## src/rtl/chocorol_pkg.sv

```systemverilog
// Shared definitions for the ChocoRol sequencer slice.
//   IW_DEF / RW_DEF : default instruction and result widths of the datapath
//   STATS_W         : width of the optional issued-result counter
//   state_e         : sequencer FSM states
package chocorol_pkg;

  localparam int unsigned IW_DEF  = 20;
  localparam int unsigned RW_DEF  = 20;
  localparam int unsigned STATS_W = 16;

  typedef enum logic [1:0] {
    IDLE = 2'd0,
    HOLD = 2'd1,
    OUT  = 2'd2
  } state_e;

endpackage

```

## src/rtl/chocorol_fifo.sv

```systemverilog
// Synchronous FIFO, first-word-fall-through read port.
//   clk, rst      : clock, synchronous active-high reset
//   push, wdata   : write request / data (ignored while full)
//   pop, rdata    : read request (ignored while empty) / head of queue
//   full, empty   : occupancy flags
//   count         : current occupancy, 0..DEPTH
module chocorol_fifo #(
  parameter int unsigned DEPTH = 4,
  parameter int unsigned W     = 20
) (
  input  logic                     clk,
  input  logic                     rst,
  input  logic                     push,
  input  logic [W-1:0]             wdata,
  input  logic                     pop,
  output logic [W-1:0]             rdata,
  output logic                     full,
  output logic                     empty,
  output logic [$clog2(DEPTH):0]   count
);

  localparam int unsigned PW = $clog2(DEPTH);
  localparam int unsigned CW = PW + 1;

  logic [W-1:0]  mem_q [DEPTH];
  logic [PW-1:0] wr_ptr_q;
  logic [PW-1:0] rd_ptr_q;
  logic [CW-1:0] count_q;
  logic          do_push;
  logic          do_pop;

  assign full    = (count_q == CW'(DEPTH));
  assign empty   = (count_q == '0);
  assign do_push = push && !full;
  assign do_pop  = pop && !empty;
  assign rdata   = mem_q[rd_ptr_q];
  assign count   = count_q;

  always_ff @(posedge clk) begin
    if (do_push) begin
      mem_q[wr_ptr_q] <= wdata;
    end
  end

  // DEPTH is a power of two, so pointer overflow is the modulo wrap.
  always_ff @(posedge clk) begin
    if (rst) begin
      wr_ptr_q <= '0;
      rd_ptr_q <= '0;
      count_q  <= '0;
    end else begin
      if (do_push) begin
        wr_ptr_q <= wr_ptr_q + PW'(1);
      end
      if (do_pop) begin
        rd_ptr_q <= rd_ptr_q + PW'(1);
      end
      unique case ({do_push, do_pop})
        2'b10:   count_q <= count_q + CW'(1);
        2'b01:   count_q <= count_q - CW'(1);
        default: count_q <= count_q;
      endcase
    end
  end

endmodule

```

## src/rtl/chocorol_secuenciador.sv

```systemverilog
// Feeds queued instruction words to the combinational ChocoRol datapath one
// at a time, holds each for SETTLE cycles, captures R and offers it to the
// consumer with a valid/ready handshake.
//   clk, rst                     : clock, synchronous active-high reset
//   in_valid/in_ready/in_instr   : instruction input handshake
//   dp_instr / dp_r              : datapath Instruccion drive / result R
//   out_valid/out_ready/out_result : result output handshake
//   busy                         : FSM active or FIFO non-empty
//   fifo_count                   : FIFO occupancy
//   issued_count                 : handshake counter, present only when
//                                  CHOCOROL_STATS_EN is defined
module chocorol_secuenciador
  import chocorol_pkg::*;
#(
  parameter int unsigned IW     = IW_DEF,
  parameter int unsigned RW     = RW_DEF,
  parameter int unsigned DEPTH  = 4,
  parameter int unsigned SETTLE = 1
) (
  input  logic                   clk,
  input  logic                   rst,
  input  logic                   in_valid,
  output logic                   in_ready,
  input  logic [IW-1:0]          in_instr,
  output logic [IW-1:0]          dp_instr,
  input  logic [RW-1:0]          dp_r,
  output logic                   out_valid,
  input  logic                   out_ready,
  output logic [RW-1:0]          out_result,
  output logic                   busy,
  output logic [$clog2(DEPTH):0] fifo_count
`ifdef CHOCOROL_STATS_EN
  ,
  output logic [STATS_W-1:0]     issued_count
`endif
);

  localparam int unsigned CW = $clog2(SETTLE) + 1;

  state_e        state_q, state_d;
  logic [CW-1:0] cnt_q, cnt_d;
  logic [IW-1:0] dp_q, dp_d;
  logic [RW-1:0] res_q, res_d;
  logic          valid_q, valid_d;

  logic          fifo_full;
  logic          fifo_empty;
  logic          fifo_push;
  logic          fifo_pop;
  logic [IW-1:0] fifo_head;

  // Full is taken from the registered count, so a pop in the same cycle
  // never opens room for a push.
  assign in_ready  = !rst && !fifo_full;
  assign fifo_push = in_valid && in_ready;
  assign fifo_pop  = (state_q == IDLE) && !fifo_empty;

  chocorol_fifo #(
    .DEPTH (DEPTH),
    .W     (IW)
  ) u_fifo (
    .clk   (clk),
    .rst   (rst),
    .push  (fifo_push),
    .wdata (in_instr),
    .pop   (fifo_pop),
    .rdata (fifo_head),
    .full  (fifo_full),
    .empty (fifo_empty),
    .count (fifo_count)
  );

  always_comb begin
    state_d = state_q;
    cnt_d   = cnt_q;
    dp_d    = dp_q;
    res_d   = res_q;
    valid_d = valid_q;
    unique case (state_q)
      IDLE: begin
        if (!fifo_empty) begin
          dp_d    = fifo_head;
          cnt_d   = CW'(SETTLE - 1);
          state_d = HOLD;
        end
      end
      HOLD: begin
        // dp_r is only trusted once the full settle window has elapsed.
        if (cnt_q == '0) begin
          res_d   = dp_r;
          valid_d = 1'b1;
          state_d = OUT;
        end else begin
          cnt_d = cnt_q - CW'(1);
        end
      end
      OUT: begin
        if (out_ready) begin
          valid_d = 1'b0;
          state_d = IDLE;
        end
      end
      default: state_d = IDLE;
    endcase
  end

  always_ff @(posedge clk) begin
    if (rst) begin
      state_q <= IDLE;
      cnt_q   <= '0;
      dp_q    <= '0;
      res_q   <= '0;
      valid_q <= 1'b0;
    end else begin
      state_q <= state_d;
      cnt_q   <= cnt_d;
      dp_q    <= dp_d;
      res_q   <= res_d;
      valid_q <= valid_d;
    end
  end

  assign dp_instr   = dp_q;
  assign out_result = res_q;
  assign out_valid  = valid_q;
  assign busy       = (state_q != IDLE) || !fifo_empty;

`ifdef CHOCOROL_STATS_EN
  logic [STATS_W-1:0] issued_q;

  always_ff @(posedge clk) begin
    if (rst) begin
      issued_q <= '0;
    end else if (valid_q && out_ready) begin
      issued_q <= issued_q + STATS_W'(1);
    end
  end

  assign issued_count = issued_q;
`endif

endmodule

```

## config.mk

```make
export PLATFORM = sky130hd
export DESIGN_NAME = chocorol_secuenciador
export DESIGN_NICKNAME = d
export VERILOG_FILES = /design/src/rtl/chocorol_pkg.sv /design/src/rtl/chocorol_fifo.sv /design/src/rtl/chocorol_secuenciador.sv
export SDC_FILE = /design/constraint.sdc
export NUM_CORES = 1
export LEC_CHECK = 0
export ABC_AREA = 1
export BUFFER_PORTS_ARGS = -buffer_cell sky130_fd_sc_hd__buf_2
export CORE_MARGIN = 2
export CORE_UTILIZATION = 50
export CTS_CLUSTER_DIAMETER = 50
export CTS_CLUSTER_SIZE = 10
export DETAILED_ROUTE_END_ITERATION = 16
export PLACE_DENSITY = 0.7
export SKIP_LAST_GASP = 1
export SYNTH_ARGS = -nofsm -noshare
export SYNTH_HDL_FRONTEND = slang
export SYNTH_SLANG_ARGS = --single-unit
```

## constraint.sdc

```tcl
create_clock -name clk -period 2.14 [get_ports clk]
set_input_delay 0.214 -clock clk [delete_from_list [all_inputs] [get_ports clk]]
set_output_delay 0.214 -clock clk [all_outputs]
set_load 0.005 [all_outputs]
```

* Word-level counts from Yosys, hierarchy flattened
Memories as Yosys holds them, arrays and structs flattened. A register that Yosys moved wholly into a read port is not among the register bits.
Index checks and enable logic that the tools add are counted.
** Operators by class
- Add/sub/neg operators :: 5
- Eq/ne operators :: 8
- Multiplexer cells :: 13
- Bitwise gates (word level) :: 2
- Reduce and logical (&&, ||, !) cells :: 20
** Operators by type and width (number)
- $reduce_bool A2 Y1 :: 4
- $mux W1 :: 6
- $mux W2 :: 3
- $ne A2 B2 Y1 const B :: 3
- $pmux W2 S3 :: 1
- $pmux W3 S2 :: 1
- $reduce_and A2 Y1 :: 3
- $reduce_and A3 Y1 :: 2
- $logic_and A1 B1 Y1 :: 5
- $add A2 B1 Y2 const B :: 2
- $eq A2 B1 Y1 const B :: 2
- $eq A2 B2 Y1 const B :: 2
- $pmux W1 S2 :: 2
- $add A3 B1 Y3 const B :: 1
- $eq A3 B3 Y1 const B :: 1
- $logic_not A1 Y1 :: 3
- $logic_not A3 Y1 :: 1
- $sub A3 B1 Y3 const B :: 1
- $logic_not A2 Y1 :: 1
- $not A1 Y1 :: 2
- $logic_or A1 B1 Y1 :: 1
- $sub A1 B1 Y1 const B :: 1
** Word-level totals
- Register bits after elaboration :: 31
- RAM bits :: 80
- Bits of input ports :: 44
- Output and inout bits :: 46
- Logic and storage cells :: 56
- Memories kept :: 1
** Memory list
- u_fifo.mem_q :: depth 4, width 20, rd ports 1, clocked after Yosys merged registers in 1, write ports 1, RTL line chocorol_fifo.sv:25 : logic [W-1:0] mem_q [DEPTH];

* Longest topological paths before layout
Gate-level depths: netlist of the first run.
- Depth after elaboration :: 7
- Mapped depth :: 13
- Depth with buffers taken out :: 13

* By module
From an unflattened synthesis of the first run, not the netlist that was laid out.
** Unflattened totals
- Cells, all modules :: 502
- Area total of the unflattened synthesis :: 5196.2 um^2
** By module, submodules not included
- chocorol_fifo :: times used 1, cells an instance 264, area an instance 3439.5 um^2, sequential area each 2582.5 um^2
- chocorol_secuenciador :: times used 1, cells an instance 238, area an instance 1756.7 um^2, sequential area each 860.8 um^2

* Worst setup path after synthesis of the first run
Ideal clock, no wire load.
- Kind :: register to register
- From :: register u_fifo.count_q[0] (netlist: u_fifo.count[0])
- To :: memory u_fifo.mem_q[0][0], enable pin
- Library setup time :: 397 ps
- Arrival :: 1579 ps
- Required time :: 1743 ps
- Slack :: 164 ps
- Stages on the path, launching flop included :: 5
- Cells stage by stage :: dfxtp_1 nor2_4 nand2_1 nand3_2 nor2_1
** Between the ends
- Longest elaborated chain between the ends :: 7
** RTL lines
- start: declaration :: RTL line chocorol_fifo.sv:28 : logic [CW-1:0] count_q;
- start signal: assignment :: RTL line chocorol_fifo.sv:59 : 2'b10: count_q <= count_q + CW'(1);
- start signal: assignment :: RTL line chocorol_fifo.sv:60 : 2'b01: count_q <= count_q - CW'(1);
- start signal: assignment :: RTL line chocorol_fifo.sv:61 : default: count_q <= count_q;
- $eq A3 B3 Y1 * :: RTL line chocorol_fifo.sv:32 : assign full = (count_q == CW'(DEPTH));
- $logic_not A1 Y1 * :: RTL line chocorol_fifo.sv:34, chocorol_secuenciador.sv:54
- $logic_and A1 B1 Y1 :: RTL line chocorol_secuenciador.sv:54 : assign in_ready = !rst && !fifo_full;
- $logic_and A1 B1 Y1 :: RTL line chocorol_secuenciador.sv:55 : assign fifo_push = in_valid && in_ready;
- $logic_and A1 B1 Y1 * :: RTL line chocorol_fifo.sv:34 : assign do_push = push && !full;
- $mux W1 * :: RTL line chocorol_fifo.sv:40 : if (do_push) begin
- $mux W1 (not written as such) * :: RTL line chocorol_fifo.sv:41 : mem_q[wr_ptr_q] <= wdata;
- end: declaration :: RTL line chocorol_fifo.sv:25
Every way passes the cells marked *; elsewhere a longest branch is shown, timed or not.

* Worst setup path in the final report of the first run
- From :: register u_fifo.count_q[0] (netlist: u_fifo.count[0])
- To :: register u_fifo.count_q[2] (netlist: u_fifo.count[2])
** Between the ends
- Longest elaborated chain between the ends :: 7
- Elaborated cells on any way between the ends :: 15
** RTL lines
- $eq A3 B3 Y1 :: RTL line chocorol_fifo.sv:32
- $logic_not A1 Y1 :: RTL line chocorol_fifo.sv:34, chocorol_secuenciador.sv:54
- $logic_and A1 B1 Y1 :: RTL line chocorol_secuenciador.sv:54
- $logic_and A1 B1 Y1 :: RTL line chocorol_secuenciador.sv:55
- $logic_and A1 B1 Y1 :: RTL line chocorol_fifo.sv:34
- $eq A2 B1 Y1 / $eq A2 B2 Y1 (equally long branches) :: RTL line chocorol_fifo.sv:58 : unique case ({do_push, do_pop})
- $pmux W3 S2 / $reduce_bool A2 Y1 (equally long branches)
Parallel ways exist; a longest one is shown, timed or not.
A chain may end at the register's enable or synchronous reset.

==> results of run 1 <==
[worst max-delay path, cell delays in order (launching register included)]
cell and delay, ps:
dfxtp_1 370, nor2_4 180, nand2_1 100, nand3_2 140, ha_1 190, inv_1 70
fa_1 390, inv_1 70, nand2_1 50, nand3_1 80, nand2_1 50, nand2_1 50
nor2_1 40
[stage by stage]
step           util (%)  power, mW  std cells  instance area [um2]
2_1_floorplan         -       5.19        607                 5500
3_3_place_gp       55.8       5.76        820                 6030
3_5_place_dp       55.8       5.84        820                 6030
4_1_cts            65.1       8.68        895                 7030
5_1_grt            65.1       9.22        895                 7030
6_report           65.1       8.63        895                 7030
[worst paths after layout]
path	cells past startpoint	slack, ps	end	from
setup / recovery	12	270	u_fifo.count[2]	u_fifo.count[0]
hold / removal	2	440	u_fifo.mem_q[1][7]	in_instr[7]
setup reg to reg	12	270	u_fifo.count[2]	u_fifo.count[0]
hold reg to reg	2	510	out_result[7]	out_result[7]
[cell families after synthesis]
group | share of synthesized area, %
AOI/OAI and AO/OA | 2.71
buffers and inverters | 11.2
adders and majority gates | 1.50
DFF | 61.9
and+or+nand+nor | 22.7
[timing repair]
| item | 4_1_cts | 5_1_grt |
|---|---|---|
| hold buffers | 43 | 0 |
| resized for setup | 0 | 0 |
| hold endpoints to repair | 105 | 0 |
[layout make-up]
| type | count | share of cell area [%] |
|---|---|---|
| clock inverters | 10 | 1.51 |
| flip-flops and latches | 130 | 48.4 |
| inverters | 119 | 6.39 |
| repair buffers | 142 | 13.5 |
| clock buffers | 22 | 6.64 |
| well taps | 140 | 2.49 |
| multi-input cells | 332 | 21.0 |
[Yosys cell counts (2+ instances only)]
master / number
a21oi_1: 5
buf_2: 16
buf_4: 6
buf_6: 2
dfxtp_1: 50
edfxtp_1: 80
ha_1: 5
inv_1: 115
inv_2: 3
nand2_1: 144
nand2_2: 8
nand3_1: 46
nor2_1: 91
nor2_4: 2
o21ai_0: 22
[routing by layer]
metal | track usage (%) | wire (um) | vias to the layer above
met5 | 0 | 0 | -
met4 | 9.16 | 104 | 0
met3 | 6.58 | 793 | 8
met2 | 33.8 | 5440 | 133
met1 | 23.7 | 5000 | 1799
li1 | - | - | 2133
[registers in the layout, indices dropped and copies added, names as in the netlist]
signal and cells:
dp_instr 20, out_result 20, out_valid 1, state_q 2
u_fifo.count 3, u_fifo.mem_q 80, u_fifo.rd_ptr_q 2, u_fifo.wr_ptr_q 2
[power by group]
part           internal (mW)  switching, mW  total [mW]  leakage, nW
logic                  0.957           1.63        2.59         1.97
registers               3.07          0.204        3.27         1.14
clock network           1.75           1.01        2.77        0.293
total                   5.78           2.85        8.63         3.40
==> impl_metrics.tcl, run 1 <==
set metrics [dict create \
    port_buffers 89 \
    start_util_pct 50.9 \
    ir_worst_vdd_mv 0.791 \
    finalHoldViolations 0 \
    drt-pass1-iter-count 6 \
    clk_pin_slew_ps 60 \
    ioPinCount 90 \
    layout.area.seq_um2 3400 \
    dp_hpwl_mm 6.52 \
    clockBufferDepth 2 \
    track_usage_pct 20.2 \
    ys_ff_latch 130 \
    nNetsFinal 792 \
    powerDensity_nw_per_um2 1230 \
    fillerInstances 848 \
    cp-end-kind "register" \
    wl_mm 11.3 \
    antenna_found_initial 0 \
    async_flop_share_pct 0 \
    finalClockSkew_ps 12.3 \
    syn_to_final_growth_pct 27.9 \
    dp_slack_ps 256 \
    core_um2 10800 \
    tightest_slew_ps 671 \
    fin_crit_ps 1870 \
    layout_commonest_cell "nand2_1" \
    viasPerCell 4.55 \
    post-route-drc-count 0 \
    ys.flop_type "edfxtp_1" \
    antenna_left 0 \
    avgSynthCellArea_um2 9.06 \
    ys_seq_area_share_pct 61.9 \
    synth_top_area_cell "edfxtp_1" \
    cts_tree "built" \
    diodes 0 \
    clk_latency_ps 520 \
    cts_made_buffers 17 \
    cts-root-buf "clkbuf_8" \
    detail_route.wl_per_cell_um 12.7 \
    grt_first_pass_wirelength_mm 18.0 \
    p_leak_nw 3.40 \
    drtIter0Drc 228 \
    setup_ws_ps 266 \
    synthesis.area_um2 5500 \
    setup_viol 0 \
    cts.sinks 130 \
    cp_data_required_time_ps 2550 \
    worstSetupStartpointType "register" \
    die_x_um 109 \
    num_rows 38 \
    cp_max_fo 7 \
    arrival_ps 2280 \
    final_cell_mix "144 x nand2_1, 115 x inv_1, 91 x nor2_1, 89 x buf_2, 80 x edfxtp_1" \
    dieHeight_um 109 \
    clock.fmax_mhz 534 \
    dieArea_um2 11800 \
    grt_max_degree 48 \
    tns_ps 0 \
    drive_above_1_share_pct 19.7 \
    multiInputGateArea_um2 1480 \
    place.gp.congestion 0.716 \
    syn_inst 607 \
    postCtsSetupRepairBufs 0 \
    drv_cap 0 \
    htree_levels 4 \
    period_share_pct 87.5 \
    vias 4073 \
    overflow 0 \
    relSlewSlack_pct 55.2 \
    path_class "register to register" \
    yosysUniqueCellTypes 27 \
    synth_area_leaders "edfxtp_1 44%, dfxtp_1 18%, nand2_1 9.8%, inv_1 7.9%, nor2_1 6.2%" \
    syn-num-nets 657 \
    hold_class "input pin to register" \
    grt_setup_unrepaired "no" \
    grt_pass1_vias 3903 \
    synth-edff-count 80 \
    slew_violations 0 \
    synth_top_area_share_pct 43.7 \
    status "complete, no violations" \
    fin_hold_ws_ps 443 \
    ys_warn_count 0 \
]
Note: power is estimated with default switching activity, not from simulation.
==> run 2, diff against run 1 <==
- CORE_ASPECT_RATIO: default -> 0.6
- GPL_TIMING_DRIVEN: default -> 0
==> run 2 against run 1 <==
Effect of this change:
- non-clock buffer count shrank 23
- die area rose by 0.24%
- worst setup slack got worse by 93 ps
- sequential power is essentially flat
- flip-flop and latch count stayed put
- clock skew decreased by 1.3 ps
- register-to-register slack worse by 90 ps
- via count grew 0.69%
- critical path depth unchanged
- highest routed layer unchanged
==> impl_metrics.tcl, run 2 (synthesis gave the netlist of run 1 again) <==
set metrics [dict create \
    worstSetupStartpointType "register" \
    antenna_found_initial 0 \
    drt-pass1-iter-count 7 \
    grt_pass1_vias 3858 \
    slew_violations 0 \
    postCtsSetupRepairBufs 0 \
    start_util_pct 51.7 \
    grt_first_pass_wirelength_mm 19.4 \
    tightest_slew_ps 584 \
    place_inst 839 \
    utilization_pct 64.6 \
    core_um2 10600 \
    cts_made_buffers 17 \
    finalClockSkew_ps 11.0 \
    viasPerCell 4.71 \
    cts.sinks 130 \
    diodes 0 \
    dieArea_um2 11900 \
    arrival_ps 2270 \
    powerDensity_nw_per_um2 1340 \
    cts-root-buf "clkbuf_16" \
    detail_route.wl_per_cell_um 13.7 \
    htree_levels 4 \
    ctsHoldBuffers 0 \
    total_power_mw 9.22 \
    post-route-drc-count 0 \
    clk_pin_slew_ps 60 \
    nNetsFinal 769 \
    drtIter0Drc 317 \
    relSlewSlack_pct 61.0 \
    vias 4101 \
    grt_max_degree 17 \
    place.gp.congestion 0.786 \
    dieHeight_um 85.2 \
    regMostFlops "u_fifo.mem_q" \
    placed_area_um2 6210 \
    cp-end-kind "register" \
    finalHoldViolations 0 \
    antenna_left 0 \
    instances_no_fill 871 \
    drive_above_1_share_pct 23.4 \
    setup_viol 0 \
    port_buffers 89 \
    ioPinCount 90 \
    cp_max_fo 7 \
    wl_mm 11.9 \
    grt_setup_unrepaired "no" \
    overflow 0 \
    largest_register_ffs 80 \
    ir_worst_vdd_mv 0.823 \
    status "complete, no violations" \
    cp_data_required_time_ps 2440 \
    path_class "register to register" \
    clockBufferDepth 2 \
    cts_tree "built" \
    clock.fmax_mhz 509 \
    hold_class "input pin to register" \
    final_area_um2 6870 \
    num_rows 29 \
    fin_crit_ps 1970 \
    die_x_um 139 \
    syn_to_final_growth_pct 25.0 \
    layout_commonest_cell "nand2_1" \
    period_share_pct 91.9 \
    drv_cap 0 \
    track_usage_pct 21.4 \
    clk_latency_ps 410 \
    final_cell_mix "144 x nand2_1, 115 x inv_1, 105 x buf_2, 87 x nor2_1, 80 x edfxtp_1" \
    dp_hpwl_mm 8.08 \
    p_leak_nw 3.35 \
]
==> run 2: cell count changes in the layout (fill, tap and decap cells not counted), sizes merged <==
cell,change
clkbuf,+3
dlygate4sd3,-43
buf,+19
inv,+1
clkinv,-3
==> run 2: critical path, stage by stage, from the launching register on <==
cell and delay (ps):
dfxtp_1 350, nor2_4 180, nand2_1 140, nand3_4 140, ha_1 180, inv_1 70
fa_1 390, inv_1 70, nand2_1 50, nand3_1 90, nand2_1 80, nand2_1 70
nor2_1 40
==> run 2: power breakdown <==
| group | switching (mW) | internal [mW] |
|---|---|---|
| Combinational | 1.75 | 1.08 |
| Clock | 1.07 | 2.04 |
| Sequential | 0.213 | 3.07 |
==> run 2: path summary, 6_finish.rpt <==
path	slack, ps	startpoint	cells past startpoint	endpoint
worst max-delay path	170	u_fifo.count[1]	12	u_fifo.count[2]
worst max register to register	170	u_fifo.count[1]	12	u_fifo.count[2]
worst min register to register	500	out_valid	2	out_valid
worst min-delay path	20	dp_r[7]	3	out_result[7]
==> run 2: layout make-up <==
cell class,instances,area [um2]
repair buffers,93,531
clock buffers,24,547
clock inverters,8,106
plain buffers,26,166
fillers,836,3760
well taps,139,174
inverters,119,449
multi-input cells,332,1500
flip-flops and latches,130,3400
==> run 2: metal layers <==
metal | vias up | GRT usage [%] | part of all wire [%]
li1 | 2093 | - | -
met1 | 1837 | 30.0 | 46
met2 | 154 | 32.6 | 44
met3 | 17 | 5.81 | 9.1
met4 | 0 | 7.16 | 1.0
met5 | - | 0 | 0
==> run 2: timing repair <==
action	4_1_cts	5_1_grt
hold endpoints to repair	0	0
setup endpoints to repair	0	1
resized for setup	0	1
==> run 2: per-stage QoR <==
stage	setup slack [ps]	hold slack (ps)	setup TNS, ps
global route	6.38	3.24	0
CTS	143	8.44	0
floorplan	164	276	0
global placement	-541	426	-40020
finish	173	17.0	0
detailed placement	233	433	0
